==> src/rtl/cnt_down_timer_if.sv <==
// ---------------------------------------------------------------------------
// cnt_down_timer_if
// Groups the control and status signals of the loadable down-counting timer.
//
// Signals:
//   load     controller -> timer  load cnt_in as start and reload value
//   enab     controller -> timer  count enable
//   cnt_in   controller -> timer  start/reload value (WIDTH bits)
//   cnt_out  timer -> controller  current count (WIDTH bits)
//   busy     timer -> controller  high while counting
//   done     timer -> controller  one-cycle terminal-count pulse
//   expired  timer -> controller  level, high once a one-shot count ran out
//
// Modports:
//   master  the controller side (drives load/enab/cnt_in)
//   slave   the timer side (drives cnt_out/busy/done/expired)
// ---------------------------------------------------------------------------
interface cnt_down_timer_if #(
  parameter int WIDTH = 5
);
  logic             load;
  logic             enab;
  logic [WIDTH-1:0] cnt_in;
  logic [WIDTH-1:0] cnt_out;
  logic             busy;
  logic             done;
  logic             expired;

  modport master (
    output load,
    output enab,
    output cnt_in,
    input  cnt_out,
    input  busy,
    input  done,
    input  expired
  );

  modport slave (
    input  load,
    input  enab,
    input  cnt_in,
    output cnt_out,
    output busy,
    output done,
    output expired
  );
endinterface

==> src/rtl/cnt_down_timer.sv <==
// ---------------------------------------------------------------------------
// cnt_down_timer
// Loadable down-counting timer. A load sets the start value; each enabled
// cycle in RUN decrements by one. Reaching terminal count pulses done and
// either parks the block in EXPIRED (one-shot) or reloads the start value
// and keeps counting (auto-reload).
//
// Build option:
//   CNT_AUTO_RELOAD_EN  when defined, terminal count reloads the stored
//                       start value and stays in RUN; expired is then 0.
//
// Ports:
//   clk   rising-edge clock
//   rst   asynchronous active-high reset
//   bus   cnt_down_timer_if.slave (load, enab, cnt_in in;
//         cnt_out, busy, done, expired out)
// ---------------------------------------------------------------------------
module cnt_down_timer #(
  parameter int WIDTH = 5
) (
  input logic              clk,
  input logic              rst,
  cnt_down_timer_if.slave  bus
);

  typedef enum logic [1:0] {
    IDLE    = 2'd0,
    RUN     = 2'd1,
    EXPIRED = 2'd2
  } state_t;

  localparam logic [WIDTH-1:0] ONE  = WIDTH'(1);
  localparam logic [WIDTH-1:0] ZERO = '0;

  state_t           state_q, state_d;
  logic [WIDTH-1:0] cnt_q, cnt_d;
  logic             done_q, done_d;

`ifdef CNT_AUTO_RELOAD_EN
  // The start value is kept so terminal count can restart the period.
  logic [WIDTH-1:0] rld_q, rld_d;

  always_ff @(posedge clk or posedge rst) begin
    if (rst) begin
      rld_q <= '0;
    end else begin
      rld_q <= rld_d;
    end
  end
`endif

  // State, count and done pulse registers; reset clears everything at once.
  always_ff @(posedge clk or posedge rst) begin
    if (rst) begin
      state_q <= IDLE;
      cnt_q   <= '0;
      done_q  <= 1'b0;
    end else begin
      state_q <= state_d;
      cnt_q   <= cnt_d;
      done_q  <= done_d;
    end
  end

  // Next-state logic. A load wins over counting in any state, so a load on
  // the terminal edge restarts the count and no done is produced. done is
  // only ever set by a terminal edge, which makes it a single-cycle pulse.
  always_comb begin
    state_d = state_q;
    cnt_d   = cnt_q;
    done_d  = 1'b0;
`ifdef CNT_AUTO_RELOAD_EN
    rld_d   = rld_q;
`endif

    if (bus.load) begin
      cnt_d   = bus.cnt_in;
`ifdef CNT_AUTO_RELOAD_EN
      rld_d   = bus.cnt_in;
`endif
      state_d = (bus.cnt_in != ZERO) ? RUN : IDLE;
    end else begin
      case (state_q)
        RUN: begin
          if (bus.enab) begin
            if (cnt_q == ONE) begin
              done_d = 1'b1;
`ifdef CNT_AUTO_RELOAD_EN
              cnt_d   = rld_q;
              state_d = RUN;
`else
              cnt_d   = ZERO;
              state_d = EXPIRED;
`endif
            end else if (cnt_q > ONE) begin
              // Decrement only from 2 upward so the count can never wrap.
              cnt_d = cnt_q - ONE;
            end
          end
        end
        EXPIRED: begin
          cnt_d = ZERO;
        end
        default: begin
          state_d = state_q;
        end
      endcase
    end
  end

  assign bus.cnt_out = cnt_q;
  assign bus.done    = done_q;
  assign bus.busy    = (state_q == RUN);
`ifdef CNT_AUTO_RELOAD_EN
  assign bus.expired = 1'b0;
`else
  assign bus.expired = (state_q == EXPIRED);
`endif

endmodule

==> src/flat_wrapper.sv <==
// flat-port wrapper written by rule: the top's interface ports become plain ports
module cnt_down_timer_flat 
#(
  parameter int WIDTH = 5
)
  (clk, rst, bus_load, bus_enab, bus_cnt_in, bus_cnt_out, bus_busy, bus_done, bus_expired);
  cnt_down_timer_if #(.WIDTH(WIDTH)) bus_i ();
  input logic clk;
  input logic rst;
  input wire logic [$bits(bus_i.load)-1:0] bus_load;
  input wire logic [$bits(bus_i.enab)-1:0] bus_enab;
  input wire logic [$bits(bus_i.cnt_in)-1:0] bus_cnt_in;
  output wire logic [$bits(bus_i.cnt_out)-1:0] bus_cnt_out;
  output wire logic [$bits(bus_i.busy)-1:0] bus_busy;
  output wire logic [$bits(bus_i.done)-1:0] bus_done;
  output wire logic [$bits(bus_i.expired)-1:0] bus_expired;
  assign bus_i.load = bus_load;
  assign bus_i.enab = bus_enab;
  assign bus_i.cnt_in = bus_cnt_in;
  assign bus_cnt_out = bus_i.cnt_out;
  assign bus_busy = bus_i.busy;
  assign bus_done = bus_i.done;
  assign bus_expired = bus_i.expired;
  cnt_down_timer #(.WIDTH(WIDTH)) u_core (.clk(clk), .rst(rst), .bus(bus_i));
endmodule
==> config.mk <==
export PLATFORM = sky130hd
export DESIGN_NAME = cnt_down_timer_flat
export DESIGN_NICKNAME = d
export VERILOG_FILES = /design/src/rtl/cnt_down_timer_if.sv /design/src/rtl/cnt_down_timer.sv /design/src/flat_wrapper.sv
export SDC_FILE = /design/constraint.sdc
export NUM_CORES = 1
export LEC_CHECK = 0
export ABC_AREA = 1
export BUFFER_PORTS_ARGS = -buffer_cell sky130_fd_sc_hd__buf_2
export CAP_MARGIN = 20
export CORE_MARGIN = 3
export CORE_UTILIZATION = 47
export DETAILED_ROUTE_END_ITERATION = 10
export PLACE_DENSITY = 0.73
export SLEW_MARGIN = 20
export SYNTH_ARGS = -nofsm -noshare
export SYNTH_HDL_FRONTEND = slang
export SYNTH_SLANG_ARGS = --single-unit
==> constraint.sdc <==
create_clock -name clk -period 1.65 [get_ports clk]
set_clock_uncertainty 0.1 [all_clocks]
set_input_delay 0.165 -clock clk [delete_from_list [all_inputs] [get_ports clk]]
set_output_delay 0.165 -clock clk [all_outputs]
set_load 0.02 [all_outputs]
==> out/metrics.cfg, run 1 <==
[status]
status=complete, no violations

[clock_network]
path_clk_slew_ps=60
cts-hold-fix-buffers=1
cts_made_buffers=3
clock_sinks=8
post_cts_buffers=0
insertion_delay_ps=250
cts_buffer_depth=2
post_cts_resized=0
cts_htree_levels=1
cts_root_buf=clkbuf_4
cts_tree=yes

[logic_synthesis]
synthCells=92
ys_ff_latch=8
ys_types=19
syn_nets=103
yosysSeqAreaShare_pct=32.5
syn_area_um2=616
synth_warnings=0
syn_avg_cell_area_um2=6.69

[global_routing]
antenna_found_initial=0
grt-ovfl-total=0
grt_pass1_wl_um=2440
grt_pass1_vias=571
track_usage_pct=17.7
grt_max_degree=9

[sta]
hold_violations=0
hold_ws_ps=73.3
fin_crit_ps=1450
setup_viol=0
rsz0062_at_grt=no
setup_slack_ps=201
slew_headroom_pct=78.2
setup_tns_ps=0
fmax_ghz=0.690
drv_slew=0
worstMarginPinSlew_ps=326
fin_crit_sh_pct=87.8

[final_layout]
fin_nets=124
final_cell_count_no_fill=125
num_antenna_cells=0
utilization_pct=63.0
layout_common_cells=nand2_1, buf_2, inv_1, nor2_1, dfrtp_1
final_common_cell=nand2_1
area_delta_synth_final_pct=19.9
drive_above_1_share_pct=29.7
fillers=121
final_area_um2=738

[worst_setup_path]
cp.required_ps=1740
worstPathArrival_ps=1540
startpoint_type=flop
crit_path_max_fanout=5
endpoint_kind=flop
r2r_setup_slack_ps=200
worstSetupPathType=flop to flop

[placed_design]
place_congestion=0.871
dpl_cell_area_um2=706
placedCellCount=121
place_hpwl_um=1070
pre_cts_slack_ps=230
numPortBuffers=16

[floorplan]
ios=17
rows=12
start_util_pct=52.6
dieArea_um2=1780
core_um2=1170
fp.dieW_um=42.2
die_height_um=42.2

[flow_run]
drv_cap=0

[detailed_routing]
vias=589
wirelength_um=1370
via_per_inst=4.71
dr.pass1.iters=4
wire_per_inst_um=10.9
drc=0
drt_iter0_markers=17
detail-route-antenna-nets=0

[power]
irDropWorstVdd_mv=0.680
p_clk_share_pct=15.8
swShare_pct=48.0
internal_power_mw=0.501
power.switching_mw=0.462
share_comb_of_total_power_pct=50.7
p_per_area_nw_per_um2=1310
power_leakage_nw=0.431
power_frac_seq_pct=33.5
power_mw=0.963

[min_path]
hold_path.class=input port to flop

==> critical path, stage by stage, from the launching register on <==
cell and delay, ps:
dfrtp_1 400, inv_1 100, ha_1 170, inv_1 40, nor2_1 100, nand2_2 60
nand2_2 100, nor2_2 50, nor2_4 120, nand2_1 60, nand2_1 70
==> power by group through the flow <==
stage	Combinational, mW	Sequential [mW]	Clock (mW)
floorplan	0.314	0.367	0
global placement	0.480	0.321	0
detailed placement	0.486	0.323	0
CTS	0.491	0.322	0.161
global route	0.556	0.336	0.166
finish	0.488	0.323	0.152
==> layout make-up <==
type | count | area (um2) | area share (%)
Tap cell | 14 | 17.5 | 2.37
Multi-Input combinational cell | 70 | 357 | 48.3
Timing Repair Buffer | 17 | 90.1 | 12.2
Inverter | 13 | 51.3 | 6.95
Sequential cell | 8 | 200 | 27.1
Clock buffer | 3 | 22.5 | 3.05
==> final timing paths <==
kind	start	endpoint	cells after the start
max in group asynchronous	rst	u_core.state_q[1]	3
worst max register to register	u_core.bus.cnt_out[1]	u_core.bus.cnt_out[4]	10
min in group asynchronous	rst	u_core.bus.cnt_out[4]	3
worst max-delay path	u_core.bus.cnt_out[1]	u_core.bus.cnt_out[4]	10
worst min-delay path	bus_cnt_in[0]	u_core.state_q[0]	3
worst min register to register	u_core.state_q[0]	u_core.state_q[0]	2
==> sequential cells by signal (all words and copies together), names as in the netlist <==
register,cells
u_core.bus.done,1
u_core.state_q,2
u_core.bus.cnt_out,5
==> cell families after synthesis <==
| kind of cell | after synthesis | synth area share [%] |
|---|---|---|
| flops | 8 | 32.5 |
| xor+xnor | 1 | 1.42 |
| fa+ha+maj | 2 | 4.06 |
| simple gates | 63 | 47.2 |
| compound gates | 4 | 5.28 |
| buf+inv | 14 | 9.55 |
==> synthesized netlist by cell type <==
cell	number	area (um2)
nand2_1	41	154
inv_1	9	33.8
dfrtp_1	8	200
nor2_1	8	30.0
nand3_1	4	20.0
nor2_4	4	45.0
nand2_2	3	18.8
ha_1	2	25.0
inv_2	2	7.51
nor2_2	2	12.5
a21oi_1	1	5.00
buf_4	1	7.51
clkinv_1	1	3.75
inv_4	1	6.26
nand3_2	1	10.0
o21ai_0	1	5.00
o21ai_4	1	16.3
o22ai_1	1	6.26
xor2_1	1	8.76
==> per-layer routing <==
layer	vias to the layer above	global-route usage, %	part of all wire, %
met4	0	9.32	0.81
met5	-	0	0
met3	2	1.29	4.6
li1	319	-	-
met1	253	24.7	48
met2	15	26.7	46
Note: power is estimated with default switching activity, not from simulation.
==> inputs of run 2 (changes only) <==
--- a/config.mk
+++ b/config.mk
@@ -12,6 +12,7 @@
 export CORE_UTILIZATION = 47
 export DETAILED_ROUTE_END_ITERATION = 10
 export PLACE_DENSITY = 0.73
+export REMOVE_ABC_BUFFERS = 1
 export SLEW_MARGIN = 20
 export SYNTH_ARGS = -nofsm -noshare
 export SYNTH_HDL_FRONTEND = slang
==> out/metrics.cfg, run 2 (synthesis gave the netlist of run 1 again) <==
[global_routing]
track_usage_pct=16.2  ; was 17.7%
grt_pass1_wl_um=2200  ; was 2440 um
grt_pass1_vias=514  ; was 571
grt-ovfl-total=0  ; unchanged
antenna_found_initial=0  ; unchanged
grt_max_degree=9  ; unchanged

[placed_design]
dpl_cell_area_um2=706  ; unchanged
place_congestion=0.776  ; was 0.871
numPortBuffers=16  ; unchanged
place_hpwl_um=1000  ; was 1070 um

[min_path]
hold_path.class=input port to flop  ; unchanged

[power]
internal_power_mw=0.502  ; was 0.501 mW
power_mw=0.953  ; was 0.963 mW
p_clk_share_pct=15.0  ; was 15.8%
power.switching_mw=0.451  ; was 0.462 mW
p_per_area_nw_per_um2=1290  ; was 1310 nW/um2
swShare_pct=47.4  ; was 48.0%
share_comb_of_total_power_pct=51.1  ; was 50.7%
irDropWorstVdd_mv=0.746  ; was 0.680 mV
power_frac_seq_pct=33.9  ; was 33.5%
power_leakage_nw=0.431  ; unchanged

[final_layout]
final_area_um2=738  ; unchanged
regArea_um2=200  ; unchanged
fillers=118  ; was 121
multi_input_area_um2=357  ; unchanged
final_common_cell=nand2_1  ; unchanged
area_delta_synth_final_pct=19.9  ; unchanged
layout_common_cells=nand2_1, buf_2, inv_1, nor2_1, dfrtp_1  ; unchanged
drive_above_1_share_pct=29.7  ; unchanged
num_antenna_cells=0  ; unchanged
largest_reg_flops=5  ; unchanged
fin_nets=124  ; unchanged

[flow_run]
drv_cap=0  ; unchanged

[clock_network]
cts_tree=yes  ; unchanged
clock_sinks=8  ; unchanged
cts_root_buf=clkbuf_4  ; unchanged
path_clk_slew_ps=50  ; was 60 ps
cts_htree_levels=1  ; unchanged
cts_buffer_depth=2  ; unchanged
insertion_delay_ps=250  ; about the same
cts_made_buffers=3  ; unchanged

[sta]
worstMarginPinSlew_ps=320  ; was 326 ps
fin_crit_sh_pct=87.1  ; was 87.8%
fmax_ghz=0.695  ; was 0.690 GHz
slew_headroom_pct=78.6  ; was 78.2%
drv_slew=0  ; unchanged
fin_crit_ps=1440  ; was 1450 ps
rsz0062_at_grt=no  ; unchanged
hold_violations=0  ; unchanged
setup_viol=0  ; unchanged
setup_tns_ps=0  ; unchanged

[worst_setup_path]
worstSetupPathType=flop to flop  ; unchanged
crit_path_max_fanout=5  ; unchanged
startpoint_type=flop  ; unchanged
endpoint_kind=flop  ; unchanged
worstPathArrival_ps=1520  ; was 1540 ps
cp.required_ps=1730  ; was 1740 ps

[floorplan]
start_util_pct=52.6  ; unchanged
dieArea_um2=1780  ; unchanged
die_height_um=42.2  ; unchanged
core_um2=1170  ; unchanged
ios=17  ; unchanged
rows=12  ; unchanged
fp.dieW_um=42.2  ; unchanged

[detailed_routing]
via_per_inst=4.59  ; was 4.71
drc=0  ; unchanged
detail-route-antenna-nets=0  ; unchanged
wire_per_inst_um=9.74  ; was 10.9 um
drt_iter0_markers=8  ; was 17
dr.pass1.iters=4  ; unchanged
vias=574  ; was 589
wirelength_um=1220  ; was 1370 um

[status]
status=complete, no violations  ; unchanged

-- run 2: repair_timing --
action	in CTS	in global routing
hold buffers	1	0
hold endpoints to repair	8	0
resized for setup	0	0
endpoints found under the setup margin	0	0
buffers inserted	0	0
-- run 2: critical path, cell delays in order, from the launching register on --
cell     delay, ps
dfrtp_1        400
inv_1          100
ha_1           170
inv_1           40
nor2_1         110
nand2_2         60
nand2_2        100
nor2_2          50
nor2_4         110
nand2_1         70
nand2_1         60
-- run 2: power groups by stage --
| stage | Clock (mW) | Sequential [mW] | Combinational [mW] |
|---|---|---|---|
| 6_report | 0.143 | 0.323 | 0.487 |
| 5_1_grt | 0.165 | 0.334 | 0.553 |
| 4_1_cts | 0.153 | 0.322 | 0.489 |
| 3_5_place_dp | 0 | 0.326 | 0.484 |
| 3_3_place_gp | 0 | 0.321 | 0.480 |
| 2_1_floorplan | 0 | 0.367 | 0.310 |
-- run 2: per-layer routing --
metal | up-vias | routed length, um | global-route usage [%]
li1 | 316 | - | -
met1 | 243 | 590 | 23.3
met2 | 13 | 557 | 22.2
met3 | 2 | 62 | 3.00
met4 | 0 | 6 | 9.32
met5 | - | 0 | 0
-- run 2: path summary, 6_finish.rpt --
check                                       from                    end  slack, ps  cells past startpoint
setup / recovery           u_core.bus.cnt_out[1]  u_core.bus.cnt_out[0]        210                     10
min in group asynchronous                    rst  u_core.bus.cnt_out[3]        310                      3
hold / removal                     bus_cnt_in[0]      u_core.state_q[0]         70                      3
setup reg to reg           u_core.bus.cnt_out[1]  u_core.bus.cnt_out[0]        210                     10
hold reg to reg                u_core.state_q[0]      u_core.state_q[0]        400                      2
max in group asynchronous                    rst        u_core.bus.done        910                      3
-- run 2: area by class of cell --
cell class	instances	share of cell area [%]
multi-input combinational	70	48.3
sequential	8	27.1
timing repair buffer	17	12.2
inverter	13	6.95
clock buffer	3	3.05
tap	14	2.37
-- run 2: metrics by stage --
stage,hold slack (ps),cells,utilization (%),setup slack [ps]
2_1_floorplan,-119,91,-,182
3_3_place_gp,21.0,121,60.3,262
3_5_place_dp,25.9,121,60.3,217
4_1_cts,67.6,125,63.0,206
5_1_grt,90.3,125,63.0,103
6_report,74.5,125,63.0,212
==> inputs of run 3 (changes only) <==
--- a/config.mk
+++ b/config.mk
@@ -8,10 +8,13 @@
 export ABC_AREA = 1
 export BUFFER_PORTS_ARGS = -buffer_cell sky130_fd_sc_hd__buf_2
 export CAP_MARGIN = 20
+export CELL_PAD_IN_SITES_DETAIL_PLACEMENT = 1
+export CELL_PAD_IN_SITES_GLOBAL_PLACEMENT = 2
 export CORE_MARGIN = 3
-export CORE_UTILIZATION = 47
+export CORE_UTILIZATION = 26
 export DETAILED_ROUTE_END_ITERATION = 10
-export PLACE_DENSITY = 0.73
+export GPL_TIMING_DRIVEN = 1
+export PLACE_DENSITY_LB_ADDON = 0.1
 export REMOVE_ABC_BUFFERS = 1
 export SLEW_MARGIN = 20
 export SYNTH_ARGS = -nofsm -noshare
==> out/metrics.cfg, run 3 (synthesis gave the netlist of run 1 again) <==
[status]
status=complete, no violations  ; unchanged

[final_layout]
drive_above_1_share_pct=29.7  ; unchanged
final_common_cell=nand2_1  ; unchanged
largest_reg_flops=5  ; unchanged
fin_nets=124  ; unchanged
final_area_um2=754  ; was 738 um2
num_antenna_cells=0  ; unchanged
layout_common_cells=nand2_1, buf_2, inv_1, nor2_1, dfrtp_1  ; unchanged
final_cell_count_no_fill=138  ; was 125
area_delta_synth_final_pct=22.6  ; was 19.9%

[sta]
drv_slew=0  ; unchanged
setup_slack_ps=183  ; was 212 ps
setup_tns_ps=0  ; unchanged
fin_crit_ps=1470  ; was 1440 ps
slew_headroom_pct=77.0  ; was 78.6%
rsz0062_at_grt=no  ; unchanged
fmax_ghz=0.682  ; was 0.695 GHz
setup_viol=0  ; unchanged
worstMarginPinSlew_ps=345  ; was 320 ps
hold_violations=0  ; unchanged
fin_crit_sh_pct=88.9  ; was 87.1%

[clock_network]
cts_htree_levels=1  ; unchanged
cts_root_buf=clkbuf_4  ; unchanged
cts-hold-fix-buffers=1  ; unchanged
post_cts_resized=0  ; unchanged
post_cts_buffers=0  ; unchanged
cts_buffer_depth=2  ; unchanged
insertion_delay_ps=260  ; was 250 ps
cts_tree=yes  ; unchanged
cts_made_buffers=3  ; unchanged
clock_sinks=8  ; unchanged
path_clk_slew_ps=60  ; was 50 ps

[placed_design]
placedCellCount=134  ; was 121
dpl_cell_area_um2=722  ; was 706 um2
place_hpwl_um=1290  ; was 1000 um
pre_cts_slack_ps=181  ; was 217 ps
numPortBuffers=16  ; unchanged
place_congestion=0.682  ; was 0.776

[power]
power_leakage_nw=0.431  ; unchanged
power_mw=0.966  ; was 0.953 mW
p_per_area_nw_per_um2=1280  ; was 1290 nW/um2
irDropWorstVdd_mv=0.376  ; was 0.746 mV

[worst_setup_path]
timing.rr.start=u_core.bus.cnt_out[1]  ; unchanged
crit_path_max_fanout=5  ; unchanged
r2r_setup_slack_ps=180  ; was 210 ps
critPathLaunch=u_core.bus.cnt_out[1]  ; unchanged
ff2ff_path_depth=10  ; unchanged
cp.required_ps=1730  ; about the same
worstPathArrival_ps=1550  ; was 1520 ps
r2r-end=u_core.bus.cnt_out[2]  ; was u_core.bus.cnt_out[0]
worstSetupPathType=flop to flop  ; unchanged
endpoint_kind=flop  ; unchanged
endpoint=u_core.bus.cnt_out[2]  ; was u_core.bus.cnt_out[0]
startpoint_type=flop  ; unchanged

[floorplan]
die_height_um=54.7  ; was 42.2 um
rows=16  ; was 12
core_um2=2100  ; was 1170 um2
start_util_pct=29.3  ; was 52.6%
dieArea_um2=2990  ; was 1780 um2
fp.dieW_um=54.7  ; was 42.2 um
ios=17  ; unchanged

[detailed_routing]
via_per_inst=4.28  ; was 4.59
vias=590  ; was 574
dr.pass1.iters=2  ; was 4
detail-route-antenna-nets=0  ; unchanged
wire_per_inst_um=11.3  ; was 9.74 um
wirelength_um=1560  ; was 1220 um
drc=0  ; unchanged
drt_iter0_markers=1  ; was 8

[global_routing]
track_usage_pct=12.5  ; was 16.2%
grt_pass1_wl_um=2650  ; was 2200 um
grt_pass1_vias=616  ; was 514
antenna_found_initial=0  ; unchanged
grt-ovfl-total=0  ; unchanged
grt_max_degree=9  ; unchanged

[flow_run]
drv_cap=0  ; unchanged

[min_path]
hold_path.class=input port to flop  ; unchanged

run 3: cell counts in the layout (fill, tap and decap cells not counted):
Identical to the previous run, type by type.
run 3: worst min path at each step:
stage,start,to,slack (ps),cells after the start
after floorplan,rst,u_core.bus.cnt_out[0],-120,1
after global placement,rst,u_core.bus.cnt_out[3],50,2
after detailed placement,rst,u_core.bus.cnt_out[3],50,2
after CTS,bus_cnt_in[0],u_core.state_q[0],60,3
after global routing,bus_cnt_in[0],u_core.state_q[0],80,3
final,bus_cnt_in[0],u_core.state_q[0],70,3
run 3: cell type report:
class,count,area (um2)
multi-input cells,70,357
fillers,293,1350
repair buffers,17,90.1
flip-flops and latches,8,200
inverters,13,51.3
clock buffers,3,22.5
well taps,27,33.8
run 3: through the flow:
stage	hold WS (ps)	util [%]
detailed placement	49.3	34.3
global placement	47.4	34.3
floorplan	-119	-
finish	65.9	35.9
global route	84.8	35.9
CTS	62.6	35.9
run 3: routing by layer:
metal,track usage [%],up-vias,part of all wire (%)
li1,-,320,-
met1,16.3,258,49
met2,19.9,12,46
met3,2.72,0,5.1
met4,4.98,0,0
met5,0,-,0
run 3: critical path, cell delays in order, from the launching register on:
cell     delay [ps]
dfrtp_1         410
inv_1           110
ha_1            170
inv_1            40
nor2_1          100
nand2_2          60
nand2_2         100
nor2_2           50
nor2_4          120
nand2_1          70
nand2_1          70
run 3: power breakdown:
group | total [mW] | internal, mW | leakage (nW) | switching (mW)
sequential | 0.323 | 0.243 | 0.100 | 0.0793
clock | 0.155 | 0.0836 | 0.0138 | 0.0711
combinational | 0.488 | 0.174 | 0.316 | 0.314
total | 0.966 | 0.501 | 0.431 | 0.464
